$ cat src/rtl/pio_arb_pkg.sv
// Shared types and constants for the PIO register-file arbiter.
// Optional write protection for requester 1 is enabled by defining PIO_ARB_WRPROT_EN.
package pio_arb_pkg;

  localparam int         NUM_REQ    = 2;
  localparam int         DEF_ADDR_W = 14;
  localparam logic [1:0] BAR0_SEL   = 2'b01;

  typedef enum logic [1:0] {
    IDLE    = 2'd0,
    WR      = 2'd1,
    RD_WAIT = 2'd2,
    RD_DONE = 2'd3
  } arb_state_t;

endpackage

$ cat src/rtl/pio_rr_arb2.sv
// Two-way round-robin pick; the last_grant register lives in the parent.
module pio_rr_arb2
  import pio_arb_pkg::*;
(
  input  logic [NUM_REQ-1:0] elig,
  input  logic               last_grant,
  output logic               grant,
  output logic               any_grant
);

  // On a tie the requester that did not win last time goes first
  always_comb begin
    any_grant = |elig;
    if (&elig) grant = ~last_grant;
    else       grant = elig[1];
  end

endmodule

$ cat src/rtl/pio_reg_arbiter.sv
// Round-robin arbiter sharing the PIO register-file port between two requesters.
// Define PIO_ARB_WRPROT_EN to discard requester-1 writes outside BAR0 user space.
module pio_reg_arbiter
  import pio_arb_pkg::*;
#(
  parameter int RD_LAT = 1,
  parameter int ADDR_W = DEF_ADDR_W
) (
  input  logic              clk,
  input  logic              sys_rst_n,
  input  logic              req0_valid,
  input  logic              req0_we,
  input  logic [ADDR_W-1:0] req0_addr,
  input  logic [7:0]        req0_be,
  input  logic [31:0]       req0_wdata,
  output logic              req0_ready,
  output logic              req0_rvalid,
  output logic [31:0]       req0_rdata,
  input  logic              req1_valid,
  input  logic              req1_we,
  input  logic [ADDR_W-1:0] req1_addr,
  input  logic [7:0]        req1_be,
  input  logic [31:0]       req1_wdata,
  output logic              req1_ready,
  output logic              req1_rvalid,
  output logic [31:0]       req1_rdata,
  output logic [ADDR_W-1:0] rd_addr,
  output logic [3:0]        rd_be,
  input  logic [31:0]       rd_data,
  output logic [ADDR_W-1:0] wr_addr,
  output logic [7:0]        wr_be,
  output logic [31:0]       wr_data,
  output logic              wr_en,
  input  logic              wr_busy,
  output logic              prot_err
);

  localparam logic [2:0] LAT = 3'(RD_LAT);

  arb_state_t        state, state_nxt;
  logic              last_grant;
  logic [2:0]        cnt;
  logic              rid;
  logic [NUM_REQ-1:0] elig;
  logic              grant, any_grant, accept;
  logic              sel_we;
  logic [ADDR_W-1:0] sel_addr;
  logic [7:0]        sel_be;
  logic [31:0]       sel_wdata;
  logic              discard;

  // A write stalled by wr_busy drops out of arbitration so it cannot block a read
  assign elig[0] = req0_valid & (~req0_we | ~wr_busy);
  assign elig[1] = req1_valid & (~req1_we | ~wr_busy);

  pio_rr_arb2 u_rr (
    .elig       (elig),
    .last_grant (last_grant),
    .grant      (grant),
    .any_grant  (any_grant)
  );

  assign accept    = (state == IDLE) & any_grant;
  assign sel_we    = grant ? req1_we    : req0_we;
  assign sel_addr  = grant ? req1_addr  : req0_addr;
  assign sel_be    = grant ? req1_be    : req0_be;
  assign sel_wdata = grant ? req1_wdata : req0_wdata;

`ifdef PIO_ARB_WRPROT_EN
  assign discard = grant & sel_we & (sel_addr[ADDR_W-1 -: 2] != BAR0_SEL);

  always_ff @(posedge clk or negedge sys_rst_n) begin
    if (!sys_rst_n)              prot_err <= 1'b0;
    else if (accept && discard)  prot_err <= 1'b1;
  end
`else
  assign discard  = 1'b0;
  assign prot_err = 1'b0;
`endif

  always_ff @(posedge clk or negedge sys_rst_n) begin
    if (!sys_rst_n) state <= IDLE;
    else            state <= state_nxt;
  end

  always_comb begin
    state_nxt = state;
    case (state)
      IDLE: begin
        if (accept) begin
          if (!sel_we)      state_nxt = RD_WAIT;
          else if (!discard) state_nxt = WR;
        end
      end
      WR:      state_nxt = IDLE;
      RD_WAIT: if (cnt == 3'd1) state_nxt = RD_DONE;
      RD_DONE: state_nxt = IDLE;
      default: state_nxt = IDLE;
    endcase
  end

  always_comb begin
    req0_ready = accept & ~grant;
    req1_ready = accept &  grant;
  end

  // rd_addr/rd_be are held after a read so the register file sees a stable address
  always_ff @(posedge clk or negedge sys_rst_n) begin
    if (!sys_rst_n) begin
      last_grant  <= 1'b1;
      cnt         <= 3'd0;
      rid         <= 1'b0;
      wr_en       <= 1'b0;
      wr_addr     <= '0;
      wr_be       <= '0;
      wr_data     <= '0;
      rd_addr     <= '0;
      rd_be       <= '0;
      req0_rvalid <= 1'b0;
      req1_rvalid <= 1'b0;
      req0_rdata  <= '0;
      req1_rdata  <= '0;
    end else begin
      wr_en       <= 1'b0;
      req0_rvalid <= 1'b0;
      req1_rvalid <= 1'b0;
      if (accept) begin
        last_grant <= grant;
        if (sel_we) begin
          if (!discard) begin
            wr_en   <= 1'b1;
            wr_addr <= sel_addr;
            wr_be   <= sel_be;
            wr_data <= sel_wdata;
          end
        end else begin
          rd_addr <= sel_addr;
          rd_be   <= sel_be[3:0];
          cnt     <= LAT;
          rid     <= grant;
        end
      end
      if (state == RD_WAIT) begin
        cnt <= cnt - 3'd1;
        if (cnt == 3'd1) begin
          if (rid) begin
            req1_rvalid <= 1'b1;
            req1_rdata  <= rd_data;
          end else begin
            req0_rvalid <= 1'b1;
            req0_rdata  <= rd_data;
          end
        end
      end
    end
  end

endmodule

$ cat config.mk
export PLATFORM = sky130hd
export DESIGN_NAME = pio_reg_arbiter
export DESIGN_NICKNAME = d
export VERILOG_FILES = /design/src/rtl/pio_arb_pkg.sv /design/src/rtl/pio_rr_arb2.sv /design/src/rtl/pio_reg_arbiter.sv
export SDC_FILE = /design/constraint.sdc
export NUM_CORES = 1
export LEC_CHECK = 0
export ABC_AREA = 0
export CAP_MARGIN = 40
export CORE_ASPECT_RATIO = 1.25
export CORE_MARGIN = 2
export CORE_UTILIZATION = 40
export CTS_CLUSTER_DIAMETER = 30
export DETAILED_ROUTE_END_ITERATION = 12
export GPL_ROUTABILITY_DRIVEN = 0
export GPL_TIMING_DRIVEN = 0
export PLACE_DENSITY = 0.89
export SLEW_MARGIN = 20
export SYNTH_ARGS = -nofsm -noshare
export SYNTH_HDL_FRONTEND = slang
export SYNTH_SLANG_ARGS = --single-unit
export TNS_END_PERCENT = 5
$ cat constraint.sdc
create_clock -name clk -period 2.7 [get_ports clk]
set_input_delay 0.675 -clock clk [delete_from_list [all_inputs] [get_ports clk]]
set_output_delay 0.675 -clock clk [all_outputs]
set_load 0.01 [all_outputs]
==> results by group, run 1 <==
Place
  – Placed wire-length estimate: roughly 14000 µm
  – Port Buf Inserts: around 290
  – Pre-CTS setup slack: -1.04 ns
  – Placed insts: roughly 1000

Die
  – Top Ports: slightly below 300
  – Core footprint: roughly 16000 µm²
  – DIE WIDTH: 116 µm
  – Die area: between 15000 and 20000 µm²
  – Initial Util: 0.406
  – Die Y: 144 µm
  – Row count: between 50 and 60

Detailed routing
  – Routed WL: ~19000 µm
  – Drt via density: 4.95
  – Number of DRC markers in iteration 0: roughly 200
  – Routed Antenna Nets: 0
  – TritonRoute pass-1 iters: 4
  – Drt drc: 0
  – Vias after detailed routing: between 5000 and 6000
  – Wire per inst: approximately 18 µm

Clocking
  – Skew-Pair Late Insertion Delay: roughly 0.41 ns
  – Hold_buf cts: 0
  – CTS buffer count: 17
  – Clk root buf: clkbuf_16
  – H-tree lvl count: 4
  – Reg clk slew, reported paths: about 0.07 ns
  – Clock Tree Buf Depth: 2
  – Num Clock Sinks: 146
  – CTS tree: built

Finish
  – Most common cell after layout, fill and taps aside: clkdlybuf4s50_1
  – Share of cells above drive strength 1: 0.207
  – Finished Layout Cells: 1043
  – Nets@finish: approximately 970
  – End-of-flow core utilization: 0.654
  – Commonest cells after routing, fill and taps aside: clkdlybuf4s50_1, dfrtp_1, nand2_1
  – Area grow syn2layout: 60.9%

Worst setup path
  – Critical Path RT: around 2.0 ns
  – CP Launch Type: input pin
  – CP Class: in2out
  – CP Capture Type: primary output
  – Crit Path Max Fanout: 10
  – Arr. time, crit path: between 1.5 and 2 ns

Synth
  – Top area cells in the synthesized netlist: dfrtp_1, mux2_2, nand2_1
  – Synth warn: 0
  – Cell accounting for the most synthesized area: dfrtp_1
  – Flops & latches, synth: between 100 and 150
  – Syn Area/Cell: roughly 12 µm²
  – Mapped cell area: ~6300 µm²
  – Netlist cell types: 34
  – Mapped Cells: 505
  – Synth top area share: 0.576
  – Register area share after synthesis: 0.580
  – Syn_nets: 654

Timing
  – Slew HR: 0.626
  – Setup Skew: around 0.011 ns
  – Maximum clock rate: between 300 and 400 MHz
  – Final-report setup violation count: 0
  – Period utilization: 0.974
  – Post-route setup slack: roughly 0.069 ns
  – Hold Vio Cnt, Final: 0
  – Slew Limit Fails: 0
  – Final period demand of the worst path: approximately 2.6 ns
  – Worst slew pin tran: 0.561 ns
  – Worst hold slack: ~0.21 ns
  – RSZ-0062 raised after global routing: false

Hold path
  – Hold WC Path Type: in2async

Global route
  – First-pass GRT wire length: between 20000 and 30000 µm
  – Initial antenna violation count: 1
  – Gr ovfl total: 0
  – GRT Total Usage: 0.218
  – Vias in the first global route: about 5400
  – Largest net degree at the start of global routing: 77

Flow run
  – MaxCap Viol Count: 0

Pwr
  – Max VDD drop: roughly 0.49 mV
  – PD cells: ~1100 nW/µm²
  – Leak: 0.00441 µW

Outcome
  – Status: completed
[worst max-delay path: stages]
cell and delay (ns):
dlygate4sd2_1 0.28, nand2b_1 0.17, a311o_1 0.39, buf_4 0.19, nor2b_1 0.10, buf_2 0.14
[flip-flops by register name, indices dropped and copies added (netlist names), 3 cells and up]
register	cells
wr_be	8
req0_rdata	32
rd_addr	14
rd_be	4
cnt	3
wr_addr	14
req1_rdata	32
wr_data	32
[cell usage after synthesis]
| cell type | n |
|---|---|
| dfrtp_1 | 145 |
| nand2_1 | 100 |
| mux2_2 | 88 |
| a21oi_1 | 19 |
| mux2_4 | 19 |
| nor2_1 | 19 |
| o31ai_1 | 18 |
| mux2i_1 | 17 |
| o21ai_0 | 17 |
| clkbuf_1 | 11 |
| buf_2 | 9 |
| buf_6 | 7 |
| inv_1 | 4 |
| buf_1 | 3 |
| buf_4 | 3 |
| nand2b_1 | 3 |
| nor2b_1 | 3 |
| a311o_1 | 2 |
| ha_1 | 2 |
| nor3_1 | 2 |
| a211oi_4 | 1 |
| a21o_1 | 1 |
| a21oi_4 | 1 |
| and2_1 | 1 |
| and3_1 | 1 |
| and4b_1 | 1 |
| conb_1 | 1 |
| dfstp_2 | 1 |
| nand3_1 | 1 |
| o211ai_4 | 1 |
| o21bai_1 | 1 |
| o32ai_1 | 1 |
| or2_2 | 1 |
| xor2_1 | 1 |
[final cells by class]
cell class,count,area [µm²]
multi-input combinational,322,2430
sequential,146,3650
fill,1157,5370
timing repair buffer,295,2970
inverter,4,15.0
clock inverter,12,145
clock buffer,20,457
antenna,1,2.50
buffer,31,188
tap,212,265
[per-layer routing]
layer,up-vias,share of wire,track usage
met5,-,0,0
met4,0,0.038,0.103
met3,46,0.057,0.0516
met2,202,0.53,0.393
met1,2566,0.37,0.239
li1,2349,-,-
[power by group]
group / switching (µW) / internal (µW) / total [µW]
sequential: 581 / 3280 / 3870
clock: 968 / 1430 / 2400
combinational: 2170 / 3050 / 5220
[kinds of logic (layout without fill, tap and decap cells)]
family	Yosys count	in the layout	synth area share
flops	146	146	0.580
compound gates	62	62	0.0662
simple gates	132	132	0.0838
xor+xnor	1	1	0.00139
mux	124	124	0.230
other cells	1	2	0.000595
fa+ha+maj	2	2	0.00397
buf+inv	37	362	0.0340
[worst paths after layout]
path	startpoint	endpoint	slack, ns	cells past startpoint
min in group clk	req1_rdata[19]	req1_rdata[19]	0.47	2
setup reg to reg	last_grant	wr_data[22]	0.25	7
max in group asynchronous	sys_rst_n	req0_rdata[7]	1.73	2
hold reg to reg	req1_rdata[19]	req1_rdata[19]	0.47	2
hold / removal	sys_rst_n	wr_data[15]	0.21	1
setup / recovery	req1_we	req0_ready	0.07	6
[timing repair]
item	4_1_cts	5_1_grt
resized for setup	17	0
hold endpoints to repair	0	0
setup endpoints to repair	2	0
buffers inserted	6	0
[stage by stage]
stage	power, µW	instance area [µm²]	TNS (ns)
after floorplan	6100	6300	0
after global placement	8870	9440	-718.58
after detailed placement	9070	9470	-16.62
after CTS	11600	10100	0
after global routing	12100	10100	0
final	11500	10100	0
(Power assumes the default switching activity.)
==> inputs of run 2 (changes only) <==
Settings changed: CORE_MARGIN 2 to unset.
==> results by group, run 2 (synthesized netlist as in run 1, its figures left out) <==
Timing
  – Slew Limit Fails: 0
  – Final-report setup violation count: 0
  – Hold Vio Cnt, Final: 0
  – Final period demand of the worst path: 2.65 ns
  – Worst slew pin tran: ~0.55 ns
  – Worst hold slack: about 0.21 ns
  – Slew HR: 0.631
  – Period utilization: 0.983
  – Setup Skew: about 0.010 ns
  – Maximum clock rate: between 300 and 400 MHz

Finish
  – Sequential cell area: between 3000 and 4000 µm²
  – Fill count: around 1100
  – Area grow syn2layout: 61.5%
  – Final Cell Area: about 10000 µm²
  – Biggest regs: req0_rdata (32), req1_rdata (32), wr_data (32)
  – Nets@finish: ~970
  – Most common cell after layout, fill and taps aside: clkdlybuf4s50_1
  – End-of-flow core utilization: 0.669
  – Area of the multi-input gates: 2440 µm²
  – Commonest cells after routing, fill and taps aside: clkdlybuf4s50_1, dfrtp_1, nand2_1
  – Share of cells above drive strength 1: 0.206

Detailed routing
  – Routed WL: between 15000 and 20000 µm
  – Wire per inst: ~17 µm
  – Drt via density: just under 5
  – Routed Antenna Nets: 0
  – Number of DRC markers in iteration 0: around 140
  – TritonRoute pass-1 iters: 4
  – Vias after detailed routing: about 5100
  – Drt drc: 0

Place
  – Port Buf Inserts: approximately 290
  – Placed wire-length estimate: around 13000 µm
  – Placed Area: 9460 µm²

Outcome
  – Status: completed

Pwr
  – Switching Share: 0.310
  – Max VDD drop: approximately 0.55 mV
  – Clock power share: 0.220
  – Leak: about 0.0044 µW
  – Total power: ~12000 µW
  – Combinational fraction of design power: 0.447
  – PD cells: roughly 1100 nW/µm²
  – Cell Int Power: ~8000 µW
  – Net Switching: around 3600 µW
  – Seq pwr share: 0.333

Flow run
  – MaxCap Viol Count: 0

Die
  – Top Ports: just under 300
  – Initial Util: 0.414
  – DIE WIDTH: 114 µm
  – Core footprint: between 15000 and 20000 µm²
  – Row count: 50
  – Die Y: approximately 140 µm
  – Die area: between 15000 and 20000 µm²

Worst setup path
  – Crit Path Max Fanout: 10
  – Arr. time, crit path: 1.98 ns
  – CP Capture Type: primary output
  – Worst path top cell family by delay: buffers and inverters
  – Worst-path cell chain: dlygate4sd2_1, nand2b_1, a311o_1, buf_6, nor2b_1, buf_2
  – FF-to-FF End: wr_data[18]
  – Max incr delay on CP: just over 0.4 ns
  – R2R setup slack: around 0.37 ns
  – CP Class: in2out
  – Reg-to-reg startpoint: last_grant
  – CP Launch Type: input pin
  – Max stage delay cell, worst path: a311o_1
  – Critical Path RT: 2.03 ns
  – Buf+Inv Stages, Crit Path: 3
  – R2r worst-path depth: 9

Global route
  – Vias in the first global route: around 5300
  – Initial antenna violation count: 2
  – Gr ovfl total: 0
  – GRT Total Usage: 0.227
  – First-pass GRT wire length: 27600 µm
  – Largest net degree at the start of global routing: 75

Clocking
  – Clk root buf: clkbuf_16
  – CTS tree: built
  – Num Clock Sinks: 146
  – Skew-Pair Late Insertion Delay: 0.42 ns
  – CTS buffer count: 17
  – H-tree lvl count: 4
  – Clock Tree Buf Depth: 2
  – Reg clk slew, reported paths: about 0.060 ns

Hold path
  – Hold WC Path Type: in2async
run 2: cell type report:
| cell class | instances | area share |
|---|---|---|
| timing repair buffer | 294 | 0.291 |
| clock inverter | 9 | 0.0177 |
| antenna | 2 | 0.000492 |
| tap | 208 | 0.0256 |
| inverter | 4 | 0.00148 |
| sequential | 146 | 0.359 |
| buffer | 31 | 0.0189 |
| clock buffer | 20 | 0.0449 |
| multi-input combinational | 322 | 0.240 |
run 2: power groups by stage:
stage / Clock [µW] / Sequential (µW) / Combinational (µW)
after global routing: 2700 / 3990 / 5540
after CTS: 2600 / 3870 / 5230
after global placement: 0 / 3820 / 5040
after floorplan: 0 / 4340 / 1760
after detailed placement: 0 / 3890 / 5170
final: 2550 / 3870 / 5190
run 2: worst max path at each step:
stage	startpoint	end	slack [ns]	cells after the start
2_1_floorplan	wr_busy	req0_ready	0.23	6
3_3_place_gp	sys_rst_n	req0_rdata[15]	-4.86	1
3_5_place_dp	req0_we	req1_ready	-1.02	8
4_1_cts	wr_busy	req0_ready	-0.002	6
5_1_grt	req1_valid	req0_ready	-0.02	6
6_report	req1_valid	req0_ready	0.05	6
run 2: timing repair:
action                     CTS  global route
gates cloned                 1             0
pin swaps                    2             2
hold buffers                 0             0
gates resized for setup     18             2
setup endpoints to repair    2             2
setup buffers                4             1
run 2: per-layer routing:
| layer | GRT usage | vias up | share of wire |
|---|---|---|---|
| li1 | - | 2351 | - |
| met1 | 0.247 | 2465 | 0.37 |
| met2 | 0.406 | 196 | 0.54 |
| met3 | 0.0605 | 47 | 0.055 |
| met4 | 0.113 | 0 | 0.036 |
| met5 | 0 | - | 0 |
run 2: per-stage QoR:
| step | setup WS [ns] | std cells | setup TNS [ns] |
|---|---|---|---|
| floorplan | 0.230 | 505 | 0 |
| global placement | -4.86 | 1000 | -720.08 |
| detailed placement | -1.02 | 1001 | -15.73 |
| CTS | -0.00198 | 1033 | -0.00198 |
| global route | -0.0165 | 1036 | -0.0165 |
| finish | 0.0468 | 1036 | 0 |
==> inputs of run 3 (changes only) <==
Settings changed: ABC_AREA 0 to 1, PLACE_DENSITY 0.89 to 0.88, TNS_END_PERCENT 5 to unset.
==> results by group, run 3 <==
Outcome
  – Status: completed

Synth
  – Flops & latches, synth: ~150
  – Ys flop type: dfrtp_1
  – Cell accounting for the most synthesized area: dfrtp_1
  – EDFF count, synth: 0
  – Synth warn: 0
  – Mapped cell area: roughly 6500 µm²
  – Top-count cell post-synth: nand2_1
  – Synth top area share: 0.557
  – Mapped Cells: between 800 and 900
  – Top area cells in the synthesized netlist: dfrtp_1, nand2_1, nand3_1
  – Netlist cell types: 25
  – Most frequent cells after synthesis: nand2_1, dfrtp_1, nand3_1, o21ai_0, buf_2
  – Syn Area/Cell: roughly 7.9 µm²
  – Syn_nets: between 900 and 1000
  – Register area share after synthesis: 0.561
  – Synth async-reset ratio: 1.00

Pwr
  – PD cells: 1090 nW/µm²
  – Leak: between 0.005 and 0.006 µW
  – Max VDD drop: ~0.67 mV

Detailed routing
  – Routed Antenna Nets: 0
  – Number of DRC markers in iteration 0: 262
  – Wire per inst: 15.3 µm
  – Routed WL: between 20000 and 25000 µm
  – Drt via density: ~4.7
  – TritonRoute pass-1 iters: 4
  – Drt drc: 0
  – Vias after detailed routing: 6432

Worst setup path
  – CP Launch Type: input pin
  – Crit Path Max Fanout: 15
  – R2r worst-path depth: 10
  – Arr. time, crit path: between 1.5 and 2 ns
  – Critical Path RT: ~2 ns
  – CP Class: in2out
  – CP Capture Type: primary output

Finish
  – Area grow syn2layout: 59.4%
  – Nets@finish: 1277
  – Biggest regs: req0_rdata (32), req1_rdata (32), wr_data (32)
  – Most common cell after layout, fill and taps aside: nand2_1
  – Share of cells above drive strength 1: 0.0806
  – Commonest cells after routing, fill and taps aside: nand2_1, clkdlybuf4s50_1, dfrtp_1

Die
  – Core footprint: approximately 16000 µm²
  – Row count: 51
  – Top Ports: slightly below 300
  – DIE WIDTH: 116 µm
  – Initial Util: 0.413
  – Die area: between 15000 and 20000 µm²
  – Die Y: 145 µm

Clocking
  – Clk root buf: clkbuf_16
  – H-tree lvl count: 4
  – CTS tree: built
  – Reg clk slew, reported paths: around 0.060 ns
  – Hold_buf cts: 0
  – Skew-Pair Late Insertion Delay: slightly above 0.4 ns
  – Clock Tree Buf Depth: 2
  – Num Clock Sinks: 146
  – CTS buffer count: 17

Global route
  – Gr ovfl total: 0
  – GRT Total Usage: 0.250
  – Largest net degree at the start of global routing: 75
  – Vias in the first global route: between 6000 and 7000
  – Initial antenna violation count: 1
  – First-pass GRT wire length: approximately 31000 µm

Timing
  – Slew Limit Fails: 0
  – Final period demand of the worst path: roughly 2.6 ns
  – Worst slew pin tran: ~0.56 ns
  – Hold Vio Cnt, Final: 0
  – Post-route setup slack: roughly 0.074 ns
  – RSZ-0062 raised after global routing: false
  – Slew HR: 0.624
  – Worst hold slack: about 0.22 ns
  – Final-report setup violation count: 0
  – Maximum clock rate: about 380 MHz
  – Setup Skew: around 0.0079 ns
  – Period utilization: 0.973

Flow run
  – MaxCap Viol Count: 0

Place
  – Port Buf Inserts: 287
  – Placed wire-length estimate: 16100 µm
  – Pre-CTS setup slack: -0.749 ns

Hold path
  – Hold WC Path Type: in2async
run 3: final timing paths:
check                            from             to  slack (ns)
max reg2reg                    cnt[1]  req1_rdata[8]        0.74
min in group clk           wr_addr[2]     wr_addr[2]        0.47
min                         sys_rst_n  req1_rdata[4]        0.22
max in group asynchronous   sys_rst_n     last_grant        1.73
min reg2reg                wr_addr[2]     wr_addr[2]        0.47
max                        req0_valid     req0_ready        0.07
run 3: metrics by stage:
stage	power, µW	util	cells	TNS, ns	cell area, µm²
5_1_grt	12100	0.658	1354	0	10400
6_report	11400	0.658	1355	0	10400
4_1_cts	11500	0.657	1351	-0.00852	10400
3_3_place_gp	8650	0.612	1319	-698.97	9650
3_5_place_dp	8810	0.614	1320	-1.46	9680
2_1_floorplan	5880	-	820	0	6510
run 3: cells by family after synthesis:
family	count (synthesis)	synth area share
adders and majority gates	2	0.00384
AOI/OAI and AO/OA	41	0.0333
other	1	0.000576
buffers and inverters	68	0.0554
xor gates and xnor gates	1	0.00135
DFF	146	0.561
and+or+nand+nor	561	0.344
run 3: final cells by class:
class                   count  area, µm²
diodes                      2       5.00
plain buffers              46        280
clock buffers              19        453
clock inverters            13        199
fillers                  1309       5390
inverters                  20       80.1
multi-input cells         606       2520
flip-flops and latches    146       3650
well taps                 212        265
repair buffers            291       2920
run 3: metal layers:
layer  wire length (µm)  up-vias  global-route usage
li1                   -     3160                   -
met1               7810     2984               0.254
met2              10600      253               0.462
met3               1830       35              0.0826
met4                513        0               0.105
met5                  0        -                   0
run 3: timing repair:
item | in CTS | in global routing
endpoints found under the setup margin | 2 | 2
resized for setup | 16 | 3
pin swaps | 1 | 1
setup buffers | 1 | 2
run 3: worst max-delay path, stage by stage:
cell and delay (ns):
clkdlybuf4s50_1 0.54, nand3_4 0.13, nand2_8 0.12, clkinv_4 0.13, nor2_1 0.11, clkdlybuf4s15_2 0.24
run 3: power by group:
part	internal (µW)	switching [µW]	total, µW
combinational	2520	2490	5020
sequential	3220	542	3770
clock	1620	959	2580
